`src/rtl/hazard_pkg.sv`:
```
// Shared types and constants for the pipeline hazard controller.
package hazard_pkg;

  typedef enum logic [1:0] {
    FWD_RF  = 2'b00,
    FWD_WB  = 2'b01,
    FWD_MEM = 2'b10
  } fwd_sel_t;

  typedef enum logic [1:0] {
    RUN    = 2'd0,
    FREEZE = 2'd1,
    FAULT  = 2'd2
  } hz_state_t;

  localparam logic [4:0] REG_X0 = 5'd0;

endpackage

```
`src/rtl/forward_unit.sv`:
```
// Combinational ALU operand bypass select for one Execute source register.
module forward_unit
  import hazard_pkg::*;
(
  input  logic [4:0] rs_i,
  input  logic [4:0] rd_m_i,
  input  logic       reg_write_m_i,
  input  logic [4:0] rd_w_i,
  input  logic       reg_write_w_i,
  output logic [1:0] sel_o
);

  logic hit_m;
  logic hit_w;

  assign hit_m = reg_write_m_i && (rd_m_i != REG_X0) && (rd_m_i == rs_i);
  assign hit_w = reg_write_w_i && (rd_w_i != REG_X0) && (rd_w_i == rs_i);

  // The younger result in Memory shadows an older write of the same register.
  always_comb begin
    sel_o = FWD_RF;
    if (hit_m) begin
      sel_o = FWD_MEM;
    end else if (hit_w) begin
      sel_o = FWD_WB;
    end
  end

endmodule

```
`src/rtl/hazard_ctrl.sv`:
```
// Hazard controller for the 5-stage RV32I pipe: stalls, flushes, forwarding, memory timeout.
// Define HAZARD_PERF_EN to add the stall_cycles / flush_count performance counters.
module hazard_ctrl
  import hazard_pkg::*;
#(
  parameter int unsigned WIDTH    = 32,
  parameter int unsigned MAX_WAIT = 16
) (
  input  logic             clk,
  input  logic             rst,
  input  logic [4:0]       rs1_D,
  input  logic [4:0]       rs2_D,
  input  logic [4:0]       rs1_E,
  input  logic [4:0]       rs2_E,
  input  logic [4:0]       rd_E,
  input  logic             mem_read_E,
  input  logic             pc_src_E,
  input  logic [4:0]       rd_M,
  input  logic             reg_write_M,
  input  logic [4:0]       rd_W,
  input  logic             reg_write_W,
  input  logic             mem_busy,
  output logic             stall_F,
  output logic             stall_D,
  output logic             stall_E,
  output logic             stall_M,
  output logic             flush_D,
  output logic             flush_E,
  output logic [1:0]       forward_a_E,
  output logic [1:0]       forward_b_E,
  output logic             fault
`ifdef HAZARD_PERF_EN
  ,
  output logic [WIDTH-1:0] stall_cycles,
  output logic [WIDTH-1:0] flush_count
`endif
);

  localparam int unsigned CntW = $clog2(MAX_WAIT + 1);

  hz_state_t       state_q, state_d;
  logic [CntW-1:0] wait_q, wait_d;
  logic [CntW-1:0] wait_inc;
  logic            started_q;
  logic            load_use;
  logic            frozen;

  assign load_use = mem_read_E && (rd_E != REG_X0) && ((rd_E == rs1_D) || (rd_E == rs2_D));
  assign frozen   = (state_q == FAULT) || mem_busy;
  assign wait_inc = wait_q + 1'b1;
  assign fault    = (state_q == FAULT);

  always_comb begin
    state_d = state_q;
    wait_d  = wait_q;
    unique case (state_q)
      RUN, FREEZE: begin
        if (mem_busy) begin
          wait_d  = wait_inc;
          state_d = (wait_inc >= CntW'(MAX_WAIT)) ? FAULT : FREEZE;
        end else begin
          wait_d  = '0;
          state_d = RUN;
        end
      end
      FAULT:   state_d = FAULT;
      default: begin
        state_d = RUN;
        wait_d  = '0;
      end
    endcase
  end

  always_ff @(posedge clk or negedge rst) begin
    if (!rst) begin
      state_q   <= RUN;
      wait_q    <= '0;
      started_q <= 1'b0;
    end else begin
      state_q   <= state_d;
      wait_q    <= wait_d;
      started_q <= 1'b1;
    end
  end

  // Outputs stay quiet for the first cycle out of reset so the PC can take its reset load.
  // A busy memory overrides everything; a taken branch beats a load-use bubble.
  always_comb begin
    stall_F = 1'b0;
    stall_D = 1'b0;
    stall_E = 1'b0;
    stall_M = 1'b0;
    flush_D = 1'b0;
    flush_E = 1'b0;
    if (started_q) begin
      if (frozen) begin
        stall_F = 1'b1;
        stall_D = 1'b1;
        stall_E = 1'b1;
        stall_M = 1'b1;
      end else if (pc_src_E) begin
        flush_D = 1'b1;
        flush_E = 1'b1;
      end else if (load_use) begin
        stall_F = 1'b1;
        stall_D = 1'b1;
        flush_E = 1'b1;
      end
    end
  end

  forward_unit u_fwd_a (
    .rs_i          (rs1_E),
    .rd_m_i        (rd_M),
    .reg_write_m_i (reg_write_M),
    .rd_w_i        (rd_W),
    .reg_write_w_i (reg_write_W),
    .sel_o         (forward_a_E)
  );

  forward_unit u_fwd_b (
    .rs_i          (rs2_E),
    .rd_m_i        (rd_M),
    .reg_write_m_i (reg_write_M),
    .rd_w_i        (rd_W),
    .reg_write_w_i (reg_write_W),
    .sel_o         (forward_b_E)
  );

`ifdef HAZARD_PERF_EN
  always_ff @(posedge clk or negedge rst) begin
    if (!rst) begin
      stall_cycles <= '0;
      flush_count  <= '0;
    end else begin
      if (stall_F && !(&stall_cycles)) begin
        stall_cycles <= stall_cycles + 1'b1;
      end
      if (flush_D && !(&flush_count)) begin
        flush_count <= flush_count + 1'b1;
      end
    end
  end
`endif

endmodule

```
`config.mk`:
```
export PLATFORM = sky130hd
export DESIGN_NAME = hazard_ctrl
export DESIGN_NICKNAME = d
export VERILOG_FILES = /design/src/rtl/hazard_pkg.sv /design/src/rtl/forward_unit.sv /design/src/rtl/hazard_ctrl.sv
export SDC_FILE = /design/constraint.sdc
export NUM_CORES = 1
export LEC_CHECK = 0
export CORE_UTILIZATION = 40
export CTS_BUF_LIST = sky130_fd_sc_hd__clkbuf_2 sky130_fd_sc_hd__clkbuf_4 sky130_fd_sc_hd__clkbuf_8
export DETAILED_ROUTE_END_ITERATION = 8
export GPL_TIMING_DRIVEN = 0
export MAX_ROUTING_LAYER = met4
export PLACE_DENSITY_LB_ADDON = 0.1
export SKIP_CTS_REPAIR_TIMING = 1
export SLEW_MARGIN = 15
export SYNTH_ARGS = -nofsm -noshare
export SYNTH_HDL_FRONTEND = slang
export SYNTH_SLANG_ARGS = --single-unit
```
`constraint.sdc`:
```
create_clock -name clk -period 2.05 [get_ports clk]
set_input_delay 0.3075 -clock clk [delete_from_list [all_inputs] [get_ports clk]]
set_output_delay 0.3075 -clock clk [all_outputs]
set_load 0.02 [all_outputs]
```
==> results.md <==
- CTS tree: built
- Avg WL per Cell: 15.4 um
- Critical Path Start: rs2_E[4]
- CP startpoint kind: input pin
- Critical-path cell list: clkdlybuf4s50_1 > xor2_1 > or4_1 > nor4_2 > buf_4
- Max incr delay on CP: 0.53 ns
- Worst Path Arrival: 1.90 ns
- Worst skew pair latency: 0.26 ns
- Final RePlAce weighted congestion: 0.834
- Fin nets: 192
- Unique masters post-synth: 25
- Post-synthesis cell area: 801 um^2
- IO Pins: 53
- Drt initial violations: 25
- Via density: 5.13
- Final Core Density: 81.7%
- Setup TNS: -0.196 ns
- H-tree lvl count: 1
- Final hold violations: 0
- Power Density: 351 nW/um^2
- Die area: 2180 um^2
- Fmax: 453 MHz
- First-pass GRT wire length: 3510 um
- Fin cells: 172
- VDD IR max: 0.329 mV
- FF-to-FF Start: state_q[1]
- Initial antenna violation count: 0
- IO Port Bufs: 52
- Overall power: 0.518 mW
- CP max stage cell: or4_1
- Warnings from Yosys: 0
- Sequential share of the synthesized area: 25.0%
- #FFs+latches synth: 8
- Fin. max-slew vios: 0
- Initial Utilization: 44.4%
- Worst R2R Setup Slack: 0.90 ns
- Worst setup slack after layout: -0.155 ns
- DP Cell Count: 169
- Syn_area_per_cell: 8.70 um^2
- DP Area: 1360 um^2
- Routed Antenna Nets: 0
- # rows: 15
- Largest net degree at the start of global routing: 9
- Crit Path Class: input pin to output pin
- Fin Clk Skew: 0.00281 ns
- DR DRC count: 0
- Routed WL: 2650 um
- Critical Path End Type: output pin
- DIE HEIGHT: 46.7 um
- TritonCTS Sinks: 8
- Share of cells above drive strength 1: 19.7%
- Layout area overhead: 83.9%
- Vias in the first global route: 801
- CP Data Required Time: 1.74 ns
- Worst min-delay path category: input pin to asynchronous set/reset pin
- Final setup vio count: 3
- All-Layer GR Usage: 24.0%
- Hpwl dp: 1910 um
- Hold WS: 0.316 ns
- Via Count: 882
- RSZ-0062 raised after global routing: yes
- Core area: 1800 um^2
- Diodes inserted: 0
- Setup WS pre-CTS: -0.766 ns
- Leakage: 0.794 nW
- Num CTS Buffers: 3
- Syn Nets: 135
- Cells after synthesis: 92
- Die W: 46.7 um
- Minimum clock period: 2.21 ns
- Status: finished with violations
- 1st-pass router iterations: 4
- GRT Residual Overflow: 0
- Clk buf depth: 2
- Final period util: 108%
- Max-Cap Viols: 0
- Clock-pin slew on the worst setup and hold paths: 0.05 ns
- Root Buffer: clkbuf_4
- Final Cell Area: 1470 um^2
- Worst-path fanout max: 2
- Failing checks: setup timing
==> placed cells by master, fill, tap and decap left out, types with 2 or more instances in the layout <==
cell / count
buf_4: 6
buf_6: 3
clkbuf_2: 4
clkbuf_4: 3
clkdlybuf4s50_1: 24
dfrtp_1: 8
dlymetal6s2s_1: 20
nand2_1: 6
nand2b_1: 2
nand3_1: 4
nor2_1: 4
nor2b_1: 2
nor3_2: 2
nor4_2: 3
o21ai_0: 4
o21bai_1: 2
or4_1: 3
or4_4: 2
xnor2_1: 7
xor2_1: 25
==> path summary, 6_finish.rpt <==
kind                                       end  depth (start not counted)
worst min-delay path                state_q[0]                          1
worst max-delay path            forward_b_E[0]                          5
max in group asynchronous            wait_q[3]                          1
min in group clk                     wait_q[4]                          2
worst min register to register       wait_q[4]                          2
worst max register to register       wait_q[2]                          4
==> logic make-up after synthesis <==
logic type / count (synthesis) / share of synthesized area, %
AO/OA/AOI/OAI: 12 / 10.3
XOR/XNOR: 32 / 35.0
adder cells (fa/ha/maj): 1 / 1.56
buffers and inverters: 6 / 4.69
flip-flops: 8 / 25.0
other: 1 / 0.468
AND/OR/NAND/NOR: 32 / 23.0
==> layer usage <==
metal	wire, um	track usage (%)	part of all wire [%]	vias to the layer above
li1	-	-	-	424
met1	1140	27.9	43	421
met2	1300	41.1	49	35
met3	176	3.08	6.6	2
met4	25	10.3	0.94	0
met5	0	-	0	-
==> synthesized netlist by cell type (all sizes together) <==
cell | count | area share (%)
nor2b | 3 | 2.3
inv | 1 | 0.47
ha | 1 | 1.6
nor2 | 5 | 2.3
xor2 | 25 | 27
dfrtp | 8 | 25
nor3 | 2 | 1.3
clkbuf | 1 | 0.47
nand2 | 6 | 2.8
or4 | 5 | 4.7
buf | 4 | 3.8
a22o | 1 | 1.1
a22oi | 1 | 0.94
and3 | 1 | 0.78
nand2b | 2 | 1.6
o2111ai | 2 | 2.2
nand3 | 4 | 2.5
o21ai | 6 | 4.2
conb | 1 | 0.47
xnor2 | 7 | 7.7
o21bai | 2 | 1.9
nor4 | 4 | 4.7
==> sequential cells by signal, indices dropped and copies added, names as in the netlist <==
| name | cells |
|---|---|
| wait_q | 5 |
| state_q | 2 |
| started_q | 1 |
==> worst max-delay path, delay by kind of cell <==
family | cells | cell delay [ns]
and+or+nand+nor | 2 | 0.73
xor gates and xnor gates | 1 | 0.19
buffers and inverters | 2 | 0.67
==> layout make-up <==
cell class	count	area, um^2
well taps	25	31.3
multi-input cells	78	626
repair buffers	52	554
plain buffers	5	35.0
clock buffers	3	22.5
fillers	131	329
inverters	1	3.75
flip-flops and latches	8	200
==> power by group <==
group / internal [mW] / total, mW / switching [mW]
clock: 0.0671 / 0.123 / 0.0558
combinational: 0.124 / 0.223 / 0.0996
sequential: 0.165 / 0.171 / 0.00605
No activity file was read; power rests on OpenSTA's default activity.
